==> config.mk <==
export PLATFORM = sky130hd
export DESIGN_NAME = aes_dec_key_stream_flat
export DESIGN_NICKNAME = d
export VERILOG_FILES = /design/src/rtl/aes_dec_key_stream_pkg.sv /design/src/rtl/aes_dec_key_stream_if.sv /design/src/rtl/aes_sbox.sv /design/src/rtl/aes_dec_key_stream.sv /design/src/flat_wrapper.sv
export SDC_FILE = /design/constraint.sdc
export NUM_CORES = 2
export LEC_CHECK = 0
export CORE_MARGIN = 10
export CORE_UTILIZATION = 27
export DETAILED_ROUTE_END_ITERATION = 10
export SLEW_MARGIN = 0
export SYNTH_ARGS = -nofsm -noshare
export SYNTH_HDL_FRONTEND = slang
export SYNTH_SLANG_ARGS = --single-unit
==> constraint.sdc <==
create_clock -name clk -period 35.1 [get_ports clk]
set_clock_uncertainty 0.2 [all_clocks]
set_input_delay 10.53 -clock clk [delete_from_list [all_inputs] [get_ports clk]]
set_output_delay 10.53 -clock clk [all_outputs]
set_load 0.1 [all_outputs]
==> src/rtl/aes_dec_key_stream_pkg.sv <==
// Shared AES-128 definitions (package aes_pkg): round count, key type, Rcon table, FSM states.
package aes_pkg;

    localparam int unsigned NR    = 10;
    localparam int unsigned KEY_W = 128;

    typedef logic [KEY_W-1:0] aes_key_t;

    typedef enum logic [1:0] {
        StIdle,
        StExpand,
        StStream
    } aes_state_e;

    // Entry 0 is never used; round r uses RCON[r].
    localparam logic [7:0] RCON [NR+1] = '{
        8'h00, 8'h01, 8'h02, 8'h04, 8'h08, 8'h10, 8'h20, 8'h40, 8'h80, 8'h1b, 8'h36
    };

    function automatic logic [7:0] get_rcon(input logic [3:0] r);
        return RCON[r];
    endfunction

endpackage

==> src/rtl/aes_dec_key_stream_if.sv <==
// Key-in / round-key-out handshake bundle for aes_dec_key_stream.
interface aes_dec_key_stream_if;
    import aes_pkg::*;

    aes_key_t   key_in;
    logic       start;
    logic       busy;
    logic       rk_valid;
    logic       rk_ready;
    aes_key_t   rk_out;
    logic [3:0] rk_round;
    logic       done;

    modport master (
        output key_in, start, rk_ready,
        input  busy, rk_valid, rk_out, rk_round, done
    );

    modport slave (
        input  key_in, start, rk_ready,
        output busy, rk_valid, rk_out, rk_round, done
    );

endinterface

==> src/rtl/aes_sbox.sv <==
// Combinational AES forward S-box, one byte in, one byte out.
module aes_sbox (
    input  logic [7:0] i_byte,
    output logic [7:0] o_byte
);

    // Row-major table: byte value v lives at bits [2047-8v -: 8].
    localparam logic [2047:0] SBOX = {
        128'h637c777bf26b6fc53001672bfed7ab76,
        128'hca82c97dfa5947f0add4a2af9ca472c0,
        128'hb7fd9326363ff7cc34a5e5f171d83115,
        128'h04c723c31896059a071280e2eb27b275,
        128'h09832c1a1b6e5aa0523bd6b329e32f84,
        128'h53d100ed20fcb15b6acbbe394a4c58cf,
        128'hd0efaafb434d338545f9027f503c9fa8,
        128'h51a3408f929d38f5bcb6da2110fff3d2,
        128'hcd0c13ec5f974417c4a77e3d645d1973,
        128'h60814fdc222a908846eeb814de5e0bdb,
        128'he0323a0a4906245cc2d3ac629195e479,
        128'he7c8376d8dd54ea96c56f4ea657aae08,
        128'hba78252e1ca6b4c6e8dd741f4bbd8b8a,
        128'h703eb5664803f60e613557b986c11d9e,
        128'he1f8981169d98e949b1e87e9ce5528df,
        128'h8ca1890dbfe6426841992d0fb054bb16
    };

    logic [10:0] w_idx;

    assign w_idx  = 11'd2047 - {i_byte, 3'b000};
    assign o_byte = SBOX[w_idx -: 8];

endmodule

==> src/rtl/aes_dec_key_stream.sv <==
// Expands an AES-128 key into 11 round keys, then streams them last-to-first for decryption.
module aes_dec_key_stream
    import aes_pkg::*;
(
    input logic                 clk,
    input logic                 rst,
    aes_dec_key_stream_if.slave bus
);

    aes_state_e r_state, w_state_d;
    logic [3:0] r_round, w_round_d;
    logic       r_valid, w_valid_d;
    logic       r_done,  w_done_d;
    logic       w_capture;
    logic       w_expand_we;

    aes_key_t   r_buf [NR+1];

    aes_key_t    w_prev;
    aes_key_t    w_next;
    logic [31:0] w_rot;
    logic [31:0] w_sub;
    logic [31:0] w_temp;
    logic [31:0] w_nw0, w_nw1, w_nw2, w_nw3;

    // One round of key expansion from the previously stored slot.
    assign w_prev = r_buf[r_round - 4'd1];
    assign w_rot  = {w_prev[23:0], w_prev[31:24]};

    for (genvar g = 0; g < 4; g++) begin : g_sbox
        aes_sbox u_sbox (
            .i_byte (w_rot[8*g +: 8]),
            .o_byte (w_sub[8*g +: 8])
        );
    end

    assign w_temp = w_sub ^ {get_rcon(r_round), 24'h000000};
    assign w_nw0  = w_prev[127:96] ^ w_temp;
    assign w_nw1  = w_prev[95:64]  ^ w_nw0;
    assign w_nw2  = w_prev[63:32]  ^ w_nw1;
    assign w_nw3  = w_prev[31:0]   ^ w_nw2;
    assign w_next = {w_nw0, w_nw1, w_nw2, w_nw3};

    always_comb begin
        w_state_d   = r_state;
        w_round_d   = r_round;
        w_valid_d   = r_valid;
        w_done_d    = 1'b0;
        w_capture   = 1'b0;
        w_expand_we = 1'b0;
        unique case (r_state)
            StIdle: begin
                if (bus.start) begin
                    w_capture = 1'b1;
                    w_round_d = 4'd1;
                    w_state_d = StExpand;
                end
            end
            StExpand: begin
                w_expand_we = 1'b1;
                if (r_round == 4'(NR)) begin
                    // Counter already holds NR, which is the first stream index.
                    w_round_d = 4'(NR);
                    w_state_d = StStream;
                end else begin
                    w_round_d = r_round + 4'd1;
                end
            end
            StStream: begin
                if (!r_valid) begin
                    w_valid_d = 1'b1;
                end else if (bus.rk_ready) begin
                    if (r_round == 4'd0) begin
                        w_valid_d = 1'b0;
                        w_done_d  = 1'b1;
                        w_state_d = StIdle;
                    end else begin
                        w_round_d = r_round - 4'd1;
                    end
                end
            end
            default: begin
                w_state_d = StIdle;
            end
        endcase
    end

    always_ff @(posedge clk) begin
        if (rst) begin
            r_state <= StIdle;
            r_round <= 4'd0;
            r_valid <= 1'b0;
            r_done  <= 1'b0;
        end else begin
            r_state <= w_state_d;
            r_round <= w_round_d;
            r_valid <= w_valid_d;
            r_done  <= w_done_d;
        end
    end

    // Key buffer is not reset; outputs are masked by r_valid instead.
    always_ff @(posedge clk) begin
        if (w_capture) begin
            r_buf[0] <= bus.key_in;
        end
        if (w_expand_we) begin
            r_buf[r_round] <= w_next;
        end
    end

    assign bus.busy     = (r_state != StIdle);
    assign bus.rk_valid = r_valid;
    assign bus.rk_out   = r_valid ? r_buf[r_round] : '0;
    assign bus.rk_round = r_valid ? r_round : 4'd0;
    assign bus.done     = r_done;

endmodule
==> src/flat_wrapper.sv <==
// flat-port wrapper written by rule: the top's interface ports become plain ports
module aes_dec_key_stream_flat import aes_pkg::*;
  (clk, rst, bus_key_in, bus_start, bus_rk_ready, bus_busy, bus_rk_valid, bus_rk_out, bus_rk_round, bus_done);
  aes_dec_key_stream_if bus_i ();
  input logic clk;
  input logic rst;
  input wire logic [$bits(bus_i.key_in)-1:0] bus_key_in;
  input wire logic [$bits(bus_i.start)-1:0] bus_start;
  input wire logic [$bits(bus_i.rk_ready)-1:0] bus_rk_ready;
  output wire logic [$bits(bus_i.busy)-1:0] bus_busy;
  output wire logic [$bits(bus_i.rk_valid)-1:0] bus_rk_valid;
  output wire logic [$bits(bus_i.rk_out)-1:0] bus_rk_out;
  output wire logic [$bits(bus_i.rk_round)-1:0] bus_rk_round;
  output wire logic [$bits(bus_i.done)-1:0] bus_done;
  assign bus_i.key_in = bus_key_in;
  assign bus_i.start = bus_start;
  assign bus_i.rk_ready = bus_rk_ready;
  assign bus_busy = bus_i.busy;
  assign bus_rk_valid = bus_i.rk_valid;
  assign bus_rk_out = bus_i.rk_out;
  assign bus_rk_round = bus_i.rk_round;
  assign bus_done = bus_i.done;
  aes_dec_key_stream u_core (.clk(clk), .rst(rst), .bus(bus_i));
endmodule
==> impl_metrics.tcl <==
set metrics [dict create \
    status "finished clean" \
    synthFlopType "edfxtp_1" \
    hold_depth 2 \
    worstSkewPairLatency_ps 840 \
    regToRegStartpoint "u_core.r_round[0]" \
    min_path_type "register to register" \
    critPathBufInv 5 \
    cp.arrival_ps 7240 \
    clkTransAtPathRegs_ps 60 \
    via_count 66900 \
    hpwl_um 222000 \
    ys_seq_area_share_pct 49.6 \
    ys_ff_latch 1420 \
    portBuffers 266 \
    worstPathRequired_ps 24370 \
    cts_max_path_buffers 4 \
    finalHoldViolCount 0 \
    die_w_um 583 \
    die-area_sq_um 340000 \
    post_cts_buffers 0 \
    setup_viol 0 \
    antenna_found_initial 28 \
    synth_edf_count 1408 \
    crit_chain "buf_4 -> buf_4 -> buf_4 -> buf_4 -> mux4_2 -> mux2_2 -> o211a_1 -> clkdlybuf4s50_1" \
    whs_endpoint "u_core.r_state[0]" \
    drtPass1Iterations 6 \
    cts_resized 0 \
    drc_errors 0 \
    ant_nets 0 \
    synth_top_area_share_pct 49.4 \
    synthToLayoutAreaGrowth_pct 13.7 \
    max_stage_delay_ps 1120 \
    wl_per_cell_um 31.2 \
    rr_worst_depth 23 \
    relSlewSlack_pct 6.39 \
    cts_made_buffers 153 \
    path_common_cell "buf_4" \
    drt_iter0_markers 8761 \
    setup.worst_path.class "register to primary output" \
    grt_max_degree 163 \
    h-tree-depth 4 \
    synth_top_area_cell "edfxtp_1" \
    drive_gt1_share_pct 18.0 \
    ys_async_sr_fraction_pct 0 \
    syn_inst 6888 \
    fmax_mhz 55.6 \
    synth_area_sq_um 85700 \
    critPathLaunchType "register" \
    tightest_slew_ps 1400 \
    yosys_warnings 0 \
    cts_tree "yes" \
    routed_wl_um 347000 \
    io-pin-count 267 \
    tns_ps 0 \
    synth.area.top_cells "edfxtp_1 (49%), mux4_2 (13%), mux2i_1 (4.3%)" \
    fin_nets 7070 \
    overflow 0 \
    cts_hold_buffers 0 \
    regArea_sq_um 42500 \
    globalplace.congestion 0.970 \
    rows 206 \
    cts_sinks 1420 \
    r2r-end "u_core.r_buf[6][17]" \
    vias_per_cell 6.00 \
    die_y_um 583 \
    start_util_pct 27.2 \
    multi_input_area_sq_um 40200 \
    final.fill_count 31500 \
    cp_slowest_cell "clkdlybuf4s50_1" \
    root_buffer "clkbuf_16" \
    slew_viol_final 0 \
    fin_crit_ps 17970 \
    fin_crit_sh_pct 51.2 \
    cp_top_family "buffers and inverters" \
    end_kind "primary output" \
    grt_pass1_wl_um 492000 \
    yosysUniqueCellTypes 111 \
    syn_area_per_cell_sq_um 12.4 \
    rsz0062_at_grt "no" \
    rrSetupSlack_ps 24340 \
    grt_pass1_vias 64800 \
    coreArea_sq_um 315000 \
    ys_top_cells_by_count "edfxtp_1 (1408), nand2_1 (628), nor2_1 (533), mux4_2 (483), a21oi_1 (449)" \
    synth_most_common_cell "edfxtp_1" \
    critPathMaxFanout 47 \
    timing.max_cap.violations 0 \
    hp-start "u_core.r_state[0]" \
    grtUsageTotal_pct 19.4 \
    syn-num-nets 7085 \
]
state kept, by name, indices dropped and copies added (netlist names), named ones only:
register / cells
u_core.bus.done: 1
u_core.bus.rk_valid: 1
u_core.r_buf: 1408
u_core.r_round: 4
u_core.r_state: 2
metal layers:
layer  up-vias  track usage, %  part of all wire, %
met5         -               0                0.056
met1     34400            25.1                   39
met2      4147            30.6                   46
li1      27500               -                    -
met4        30            9.21                  5.5
met3       752            4.48                  9.9
logic make-up (layout without fill, tap and decap cells):
group,after synthesis,in the layout,share of synthesized area (%)
buffers and inverters,707,800,3.95
AO/OA/AOI/OAI,1844,1844,15.5
other,0,7,0
XOR/XNOR,180,180,2.10
flip-flops,1420,1420,49.6
AND/OR/NAND/NOR,1624,1624,8.30
multiplexers,1048,1048,19.6
adder cells (fa/ha/maj),65,65,0.949
per-stage QoR:
step | hold slack, ps | cell area, sq um | std cells | setup slack (ps) | util [%]
5_1_grt | 441 | 97400 | 11100 | 16730 | 30.9
3_3_place_gp | 345 | 92600 | 10900 | 17920 | 29.4
3_5_place_dp | 367 | 92600 | 10900 | 17900 | 29.4
6_report | 379 | 97400 | 11100 | 17130 | 30.9
4_1_cts | 380 | 97400 | 11100 | 17000 | 30.9
2_1_floorplan | 283 | 85700 | 6888 | 18710 | -
tightest hold or removal path, delay by kind of cell (launching register included):
| kind | cells | cell delay, ps |
|---|---|---|
| flops | 1 | 350 |
| compound gates | 1 | 140 |
| simple gates | 1 | 50 |
layout by cell type, fill, tap and decap left out, drive strengths merged, types with 45 or more instances in the layout:
| cell | n |
|---|---|
| a211oi | 136 |
| a21oi | 455 |
| a221oi | 45 |
| a311oi | 54 |
| a31oi | 121 |
| buf | 226 |
| clkbuf | 185 |
| clkdlybuf4s50 | 264 |
| clkinv | 62 |
| edfxtp | 1408 |
| ha | 65 |
| inv | 45 |
| mux2 | 193 |
| mux2i | 372 |
| mux4 | 483 |
| nand2 | 628 |
| nand3 | 137 |
| nor2 | 539 |
| nor3 | 98 |
| o211a | 142 |
| o211ai | 247 |
| o21ai | 200 |
| o311ai | 59 |
| xnor2 | 125 |
| xor2 | 45 |
layout make-up:
cell class              count  area share, %
repair buffers            490           4.63
well taps                4160           5.34
diodes                      7         0.0180
clock buffers             185           4.08
flip-flops and latches   1420           43.7
inverters                  47          0.185
multi-input cells        4761           41.2
clock inverters            78          0.837
worst max path at each step:
stage,start,endpoint,slack (ps),cells past startpoint
2_1_floorplan,bus_start,u_core.r_buf[0][0],18710,2
3_3_place_gp,register,bus_rk_out[46],17920,8
3_5_place_dp,register,bus_rk_out[46],17900,8
4_1_cts,register,bus_rk_out[46],17000,8
5_1_grt,register,bus_rk_out[46],16730,8
6_report,register,bus_rk_out[46],17130,8
Power is not shown: default switching activity piles up to over one toggle a cycle in this logic, so the estimate is an artifact.
